**src/rtl/aq_hpcp_of_ctrl.sv**
```systemverilog
// Overflow-side controller for the HPCP counter bank: sticky overflow status,
// interrupt mask, level interrupt and freeze-on-overflow global count enable.
module aq_hpcp_of_ctrl #(
  parameter int unsigned CNT_NUM = 16
) (
  input  logic               forever_cpuclk,
  input  logic               cpurst_b,
  input  logic               cp0_hpcp_icg_en,
  input  logic               pad_yy_icg_scan_en,
  input  logic [CNT_NUM-1:0] cnt_of,
  input  logic               cp0_hpcp_glb_en,
  input  logic               cp0_hpcp_frz_en,
  input  logic               ofsts_wen,
  input  logic               ofmsk_wen,
  input  logic [63:0]        hpcp_wdata,
  output logic               hpcp_cnt_en,
  output logic               hpcp_int_vld,
  output logic [63:0]        hpcp_ofsts_value,
  output logic [63:0]        hpcp_ofmsk_value,
  output logic               hpcp_frozen
);

  localparam int unsigned DATA_W = 64;

  typedef enum logic {
    RUN    = 1'b0,
    FROZEN = 1'b1
  } state_t;

  state_t             state;
  state_t             state_next;
  logic [CNT_NUM-1:0] ofsts;
  logic [CNT_NUM-1:0] ofmsk;
  logic [CNT_NUM-1:0] ofsts_next;
  logic [CNT_NUM-1:0] ofmsk_next;
  logic [CNT_NUM-1:0] wdata_cnt;
  logic               int_next;
  logic               hit;
  logic               glb_en_q;

  // Clock-gate control signals, matching the gated_clk_cell interface
  logic external_en;
  logic global_en;
  logic module_en;
  logic local_en;
  logic clk_en_bf_latch;
  logic clk_en_af_latch;
  logic gated_clk;

  // Write-data bits above the counter count carry no state
  logic unused_wdata_hi;

  assign wdata_cnt       = hpcp_wdata[CNT_NUM-1:0];
  assign unused_wdata_hi = ^hpcp_wdata[DATA_W-1:CNT_NUM];

  // Hardware set beats software write; software write beats hold
  assign ofsts_next = cnt_of | (ofsts_wen ? wdata_cnt : ofsts);
  assign ofmsk_next = ofmsk_wen ? wdata_cnt : ofmsk;
  assign hit        = |(cnt_of & ofmsk);
  assign int_next   = |(ofsts & ofmsk);

  // Clock runs whenever any register could change
  assign external_en     = 1'b0;
  assign global_en       = 1'b1;
  assign module_en       = cp0_hpcp_icg_en;
  assign local_en        = (|cnt_of) | ofsts_wen | ofmsk_wen | (state != RUN)
                         | (hpcp_int_vld != int_next);
  assign clk_en_bf_latch = (global_en & (module_en | local_en)) | external_en;

  // Glitch-free enable latch, transparent while the clock is low
  always_latch begin
    if (!forever_cpuclk) begin
      clk_en_af_latch = clk_en_bf_latch | pad_yy_icg_scan_en;
    end
  end

  assign gated_clk = forever_cpuclk & clk_en_af_latch;

  // Sampled software global enable, on the free-running clock
  always_ff @(posedge forever_cpuclk or negedge cpurst_b) begin
    if (!cpurst_b) begin
      glb_en_q <= 1'b0;
    end else begin
      glb_en_q <= cp0_hpcp_glb_en;
    end
  end

  // Sticky status, mask and registered interrupt
  always_ff @(posedge gated_clk or negedge cpurst_b) begin
    if (!cpurst_b) begin
      ofsts        <= '0;
      ofmsk        <= '0;
      hpcp_int_vld <= 1'b0;
    end else begin
      ofsts        <= ofsts_next;
      ofmsk        <= ofmsk_next;
      hpcp_int_vld <= int_next;
    end
  end

  // Freeze FSM state register
  always_ff @(posedge gated_clk or negedge cpurst_b) begin
    if (!cpurst_b) begin
      state <= RUN;
    end else begin
      state <= state_next;
    end
  end

  // Freeze FSM next state: masked overflow freezes, clearing it unfreezes
  always_comb begin
    state_next = state;
    case (state)
      RUN: begin
        if (cp0_hpcp_frz_en && hit) begin
          state_next = FROZEN;
        end
      end
      FROZEN: begin
        if (!cp0_hpcp_frz_en || ((ofsts_next & ofmsk_next) == '0)) begin
          state_next = RUN;
        end
      end
      default: state_next = RUN;
    endcase
  end

  // Freeze FSM outputs decoded from registered state
  always_comb begin
    hpcp_frozen = 1'b0;
    hpcp_cnt_en = 1'b0;
    if (state == FROZEN) begin
      hpcp_frozen = 1'b1;
    end
    hpcp_cnt_en = glb_en_q & ~hpcp_frozen;
  end

  assign hpcp_ofsts_value = DATA_W'(ofsts);
  assign hpcp_ofmsk_value = DATA_W'(ofmsk);

endmodule
```
**config.mk**
```make
export PLATFORM = sky130hd
export DESIGN_NAME = aq_hpcp_of_ctrl
export DESIGN_NICKNAME = d
export VERILOG_FILES = /design/src/rtl/aq_hpcp_of_ctrl.sv
export SDC_FILE = /design/constraint.sdc
export NUM_CORES = 1
export LEC_CHECK = 0
export ABC_AREA = 1
export CAP_MARGIN = 20
export CORE_MARGIN = 3
export CORE_UTILIZATION = 33
export CTS_CLUSTER_SIZE = 30
export DETAILED_ROUTE_END_ITERATION = 10
export GPL_TIMING_DRIVEN = 0
export PLACE_DENSITY = 0.83
export SYNTH_ARGS = -nofsm -noshare
export SYNTH_HDL_FRONTEND = slang
export SYNTH_SLANG_ARGS = --single-unit
```
**constraint.sdc**
```tcl
create_clock -name forever_cpuclk -period 1.8 [get_ports forever_cpuclk]
set_clock_uncertainty 0.1 [all_clocks]
set_input_delay 0.18 -clock forever_cpuclk [delete_from_list [all_inputs] [get_ports forever_cpuclk]]
set_output_delay 0.18 -clock forever_cpuclk [all_outputs]
set_load 0.01 [all_outputs]
```
---- After elaboration in Yosys (flattened, before gate mapping) ----
Index checks and enable logic that the tools add are counted.
storage, ports and cells
  memory bits (read-only) ................. 0
  memories kept ........................... 0
  flip-flop bits (word level) ............. 35
  bits in latches ......................... 1
  memory bits (writable) .................. 0
  logic and storage cells ................. 35
  output and inout port bits .............. 131
operators by class
  add/sub/neg operators ................... 0
  $mul .................................... 0
  reduce and logical (&&, ||, !) cells .... 7
  bitwise operators ....................... 14
  order comparisons ....................... 0
  eq/ne operators ......................... 1
  div/mod/pow operators ................... 0
  shift-type cells ........................ 0
  multiplexer cells ....................... 7
operators by type and width
  cell                                count
  16-bit AND                          3
  16-bit OR reduction                 3
  16-bit 2-to-1 mux                   2
  16-bit zero test                    1
  16-bit bitwise OR                   1
  1-bit bitwise OR                    6
  1-bit 2-to-1 mux                    4
  1-bit AND                           2
  1-bit inverter                      2
  1-bit case mux with 2 select lines  1
  1-bit logical AND                   1
  1-bit zero test                     1
  1-bit logical OR                    1
  1-bit != test                       1

---- Logic depth before layout (Yosys ltp) ----
  depth in word-level cells ............... 8
  mapped depth ............................ 10
  depth with buffers taken out ............ 9

==> parameters.txt <==
Parameter                              Value

Global routing
  Wire length of the first global-routing pass ... 12.19 mm
  Number of global-route vias before repair ... 2662
  Largest net degree at the start of global routing ... 36
  Total global-route track usage ... 17.80%
  Overflow left after global routing ... 0
  Antenna violations before repair ... 0

Die
  Die span in x ... 94.59 um
  Total I/O pin count ... 219
  Die Outline Area ... 8947 um^2
  Vertical die dimension ... 94.59 um
  Core Rows ... 31
  Initial cell density of the core ... 34.78%
  Placeable core region ... 7447 um^2

Routing
  Drt total wl ... 8.099 mm
  Vias post-DR ... 2738
  First-iteration detailed-routing DRC count ... 153
  1st-pass router iterations ... 5
  Final ANT Viol Nets ... 0
  Detailed-route wire length per cell ... 11.91 um
  Via count normalized by instance count ... 4.026
  Number of remaining DRC errors ... 0

Min path
  Min-delay worst type ... in2reg
  Hold EP ... ofmsk[5]
  Worst hold path startpoint ... hpcp_wdata[5]
  Hold path cells ... 3

Logic synthesis
  Avg Synthesized Cell Area ... 7.358 um^2
  Post-synthesis register bit count ... 36
  Number of enable-type register cells in the synthesized netlist ... 0
  Yosys warning total ... 0
  Number of library cell types mapped by synthesis ... 24
  Combined area of all synthesized cells ... 2590 um^2
  Asr flop ratio synth ... 97.22%
  Leading register cell type out of synthesis ... dfrtp_1
  Cells after Synth ... 352

Placement
  Final RePlAce weighted congestion ... 0.8523
  Dpl cell area ... 3806 um^2
  Hpwl dp ... 6.224 mm
  Number of port buffers ... 74

Worst setup path
  Worst path max stage delay ... 350 ps
  Worst-path maximum fanout ... 1
  Worst setup SP type ... latch
  Register-to-Register Setup Slack ... 0 ps
  Endpoint kind of the worst setup timing path ... clock gate
  Chain of cells forming the critical path ... dlxtn_2
  Class of the most critical setup path ... latch2gate
  Family with the most delay on the worst path ... latches
  Max stage delay cell, worst path ... dlxtn_2
  Startpoint of the lowest-slack register-to-register path ... ofmsk[5]
  R2R Path End ... clk_en_af_latch
  Critical path arrival ... 2110 ps
  Source of the critical timing path ... clk_en_af_latch
  Cells on worst reg2reg path ... 8
  Required @ worst endpoint ... 1900 ps
  Combined buffer and inverter count along the critical path ... 0

CTS
  Clk_lat worst skew ... 660 ps
  CTS tree ... done
  Clock transition time at the flip-flop clock pins of the worst setup and hold paths ... 80 ps

Timing
  Final Max Tran Viols ... 0
  Number of setup violations in the final report ... 1
  Max-slew headroom at the worst pin ... 47.22%
  Final number of hold-violating endpoints ... 0
  Tightest Pin Transition ... 791.7 ps
  Setup slack after layout ... -207.9 ps
  Setup repair after global routing missed its margin ... true
  Setup tns final ... -207.9 ps
  Worst hold margin ... 25.39 ps

Final layout
  Layout fillers ... 672
  Number of nets in the layout ... 667
  Final core area utilization ... 56.57%
  Proportion of layout cells with a drive suffix above 1 ... 24.10%
  Area overhead of the layout relative to synthesis ... 62.66%
  Antenna Cells ... 0
  Post-route standard cell area excluding fillers ... 4213 um^2

Status
  Run status ... complete, but fails checks
  Failing checks ... negative setup slack

Power and ir drop
  Maximum ir drop on the vdd rail ... 0.5363 mV
  Static leakage ... 0.002498 uW
  Total design power ... 3189 uW
  Power per Cell Area ... 757.0 nW/um^2

Flow run
  Number of violations of the max-capacitance limit ... 0
-- cell usage in the layout (no fill, tap or decap), types with 2 or more instances in the layout --
| cell type | netlist | final |
|---|---|---|
| dfrtp_1 | 35 | 34 |
| nor4_1 | 2 | 2 |
| nand2_2 | 1 | 2 |
| nand4_1 | 5 | 5 |
| dlygate4sd2_1 | 0 | 35 |
| conb_1 | 1 | 96 |
| clkdlybuf4s50_1 | 0 | 38 |
| nor2_1 | 17 | 16 |
| a21oi_1 | 7 | 7 |
| buf_6 | 4 | 4 |
| clkbuf_8 | 0 | 13 |
| dlygate4sd3_1 | 0 | 2 |
| buf_4 | 97 | 105 |
| buf_2 | 1 | 2 |
| o21a_1 | 2 | 2 |
| nand3_1 | 14 | 14 |
| nand2_1 | 99 | 98 |
| inv_1 | 40 | 73 |
| nor3_1 | 6 | 6 |
| o21ai_2 | 5 | 5 |
| o21ai_1 | 8 | 8 |
-- area by class of cell --
class,count,area [um^2],area share [%]
Multi-Input combinational cell,269,1145,27.18
Sequential cell,36,893.4,21.21
Buffer,102,778.2,18.47
Timing Repair Buffer,84,772.0,18.32
Clock buffer,14,182.7,4.336
Clock inverter,37,171.4,4.069
Inverter,39,146.4,3.475
Tap cell,99,123.9,2.940
-- stage by stage --
stage,setup slack [ps],cells
floorplan,0,447
global placement,-240.0,620
detailed placement,-112.4,620
CTS,-220.4,671
global route,-264.3,680
finish,-207.9,680
-- worst max-delay path by stage --
stage / to / slack [ps] / depth (start not counted)
global placement: ofmsk[9] / -240 / 1
global route: clock gate / -260 / 1
CTS: clock gate / -220 / 1
finish: clock gate / -210 / 1
detailed placement: clock gate / -110 / 0
floorplan: clk_en_af_latch / 0 / 7
-- logic make-up after synthesis --
| group | synth area share, % |
|---|---|
| simple gates | 23.67 |
| buf+inv | 35.85 |
| flops | 33.82 |
| compound gates | 5.942 |
| latches | 0.5795 |
| other cells | 0.1448 |
-- layer usage --
| layer | GRT usage, % | part of all wire (%) |
|---|---|---|
| met3 | 6.693 | 13 |
| met5 | 0 | 0 |
| met1 | 19.89 | 36 |
| met4 | 9.615 | 1.9 |
| met2 | 29.31 | 49 |
-- state kept, by name, indices dropped and copies added (netlist names) --
name,flops
state,1
ofmsk,16
clk_en_af_latch,1
hpcp_int_vld,1
glb_en_q,1
ofsts,16
-- cells in the mapped netlist (2+ instances only) --
master,count,area [um^2]
inv_1,40,150.1
nor4_1,2,12.51
o21a_1,2,15.01
dfrtp_1,35,875.8
nand3_1,14,70.07
or2_2,2,12.51
nand4_1,5,31.28
o21ai_2,5,43.79
o21ai_1,8,40.04
nand2_1,99,371.6
nor2_1,17,63.81
buf_6,4,45.04
a21oi_1,7,35.03
buf_4,97,728.2
nor3_1,6,30.03
-- worst reg2reg max path, stage by stage (launching register included) --
cell     delay [ps]
dfrtp_1         410
nand2_1          80
nand2_1          70
nor3b_2         220
nand2_1         110
nor2_4           90
inv_1            60
nand2_1          50
nand3_1          80
-- report_power, final --
group	switching (uW)	internal (uW)	total, uW
sequential	56.0	867	923
combinational	390	381	771
clock	595	900	1500
-- repair_timing --
item                                   4_1_cts  5_1_grt
setup buffers                                0        8
setup endpoints to repair                   36        1
hold buffers                                 1        1
endpoints found under the hold margin       35        1
pin swaps                                    0        6
resized for setup                           40        2
Note: power is estimated with default switching activity, not from simulation.
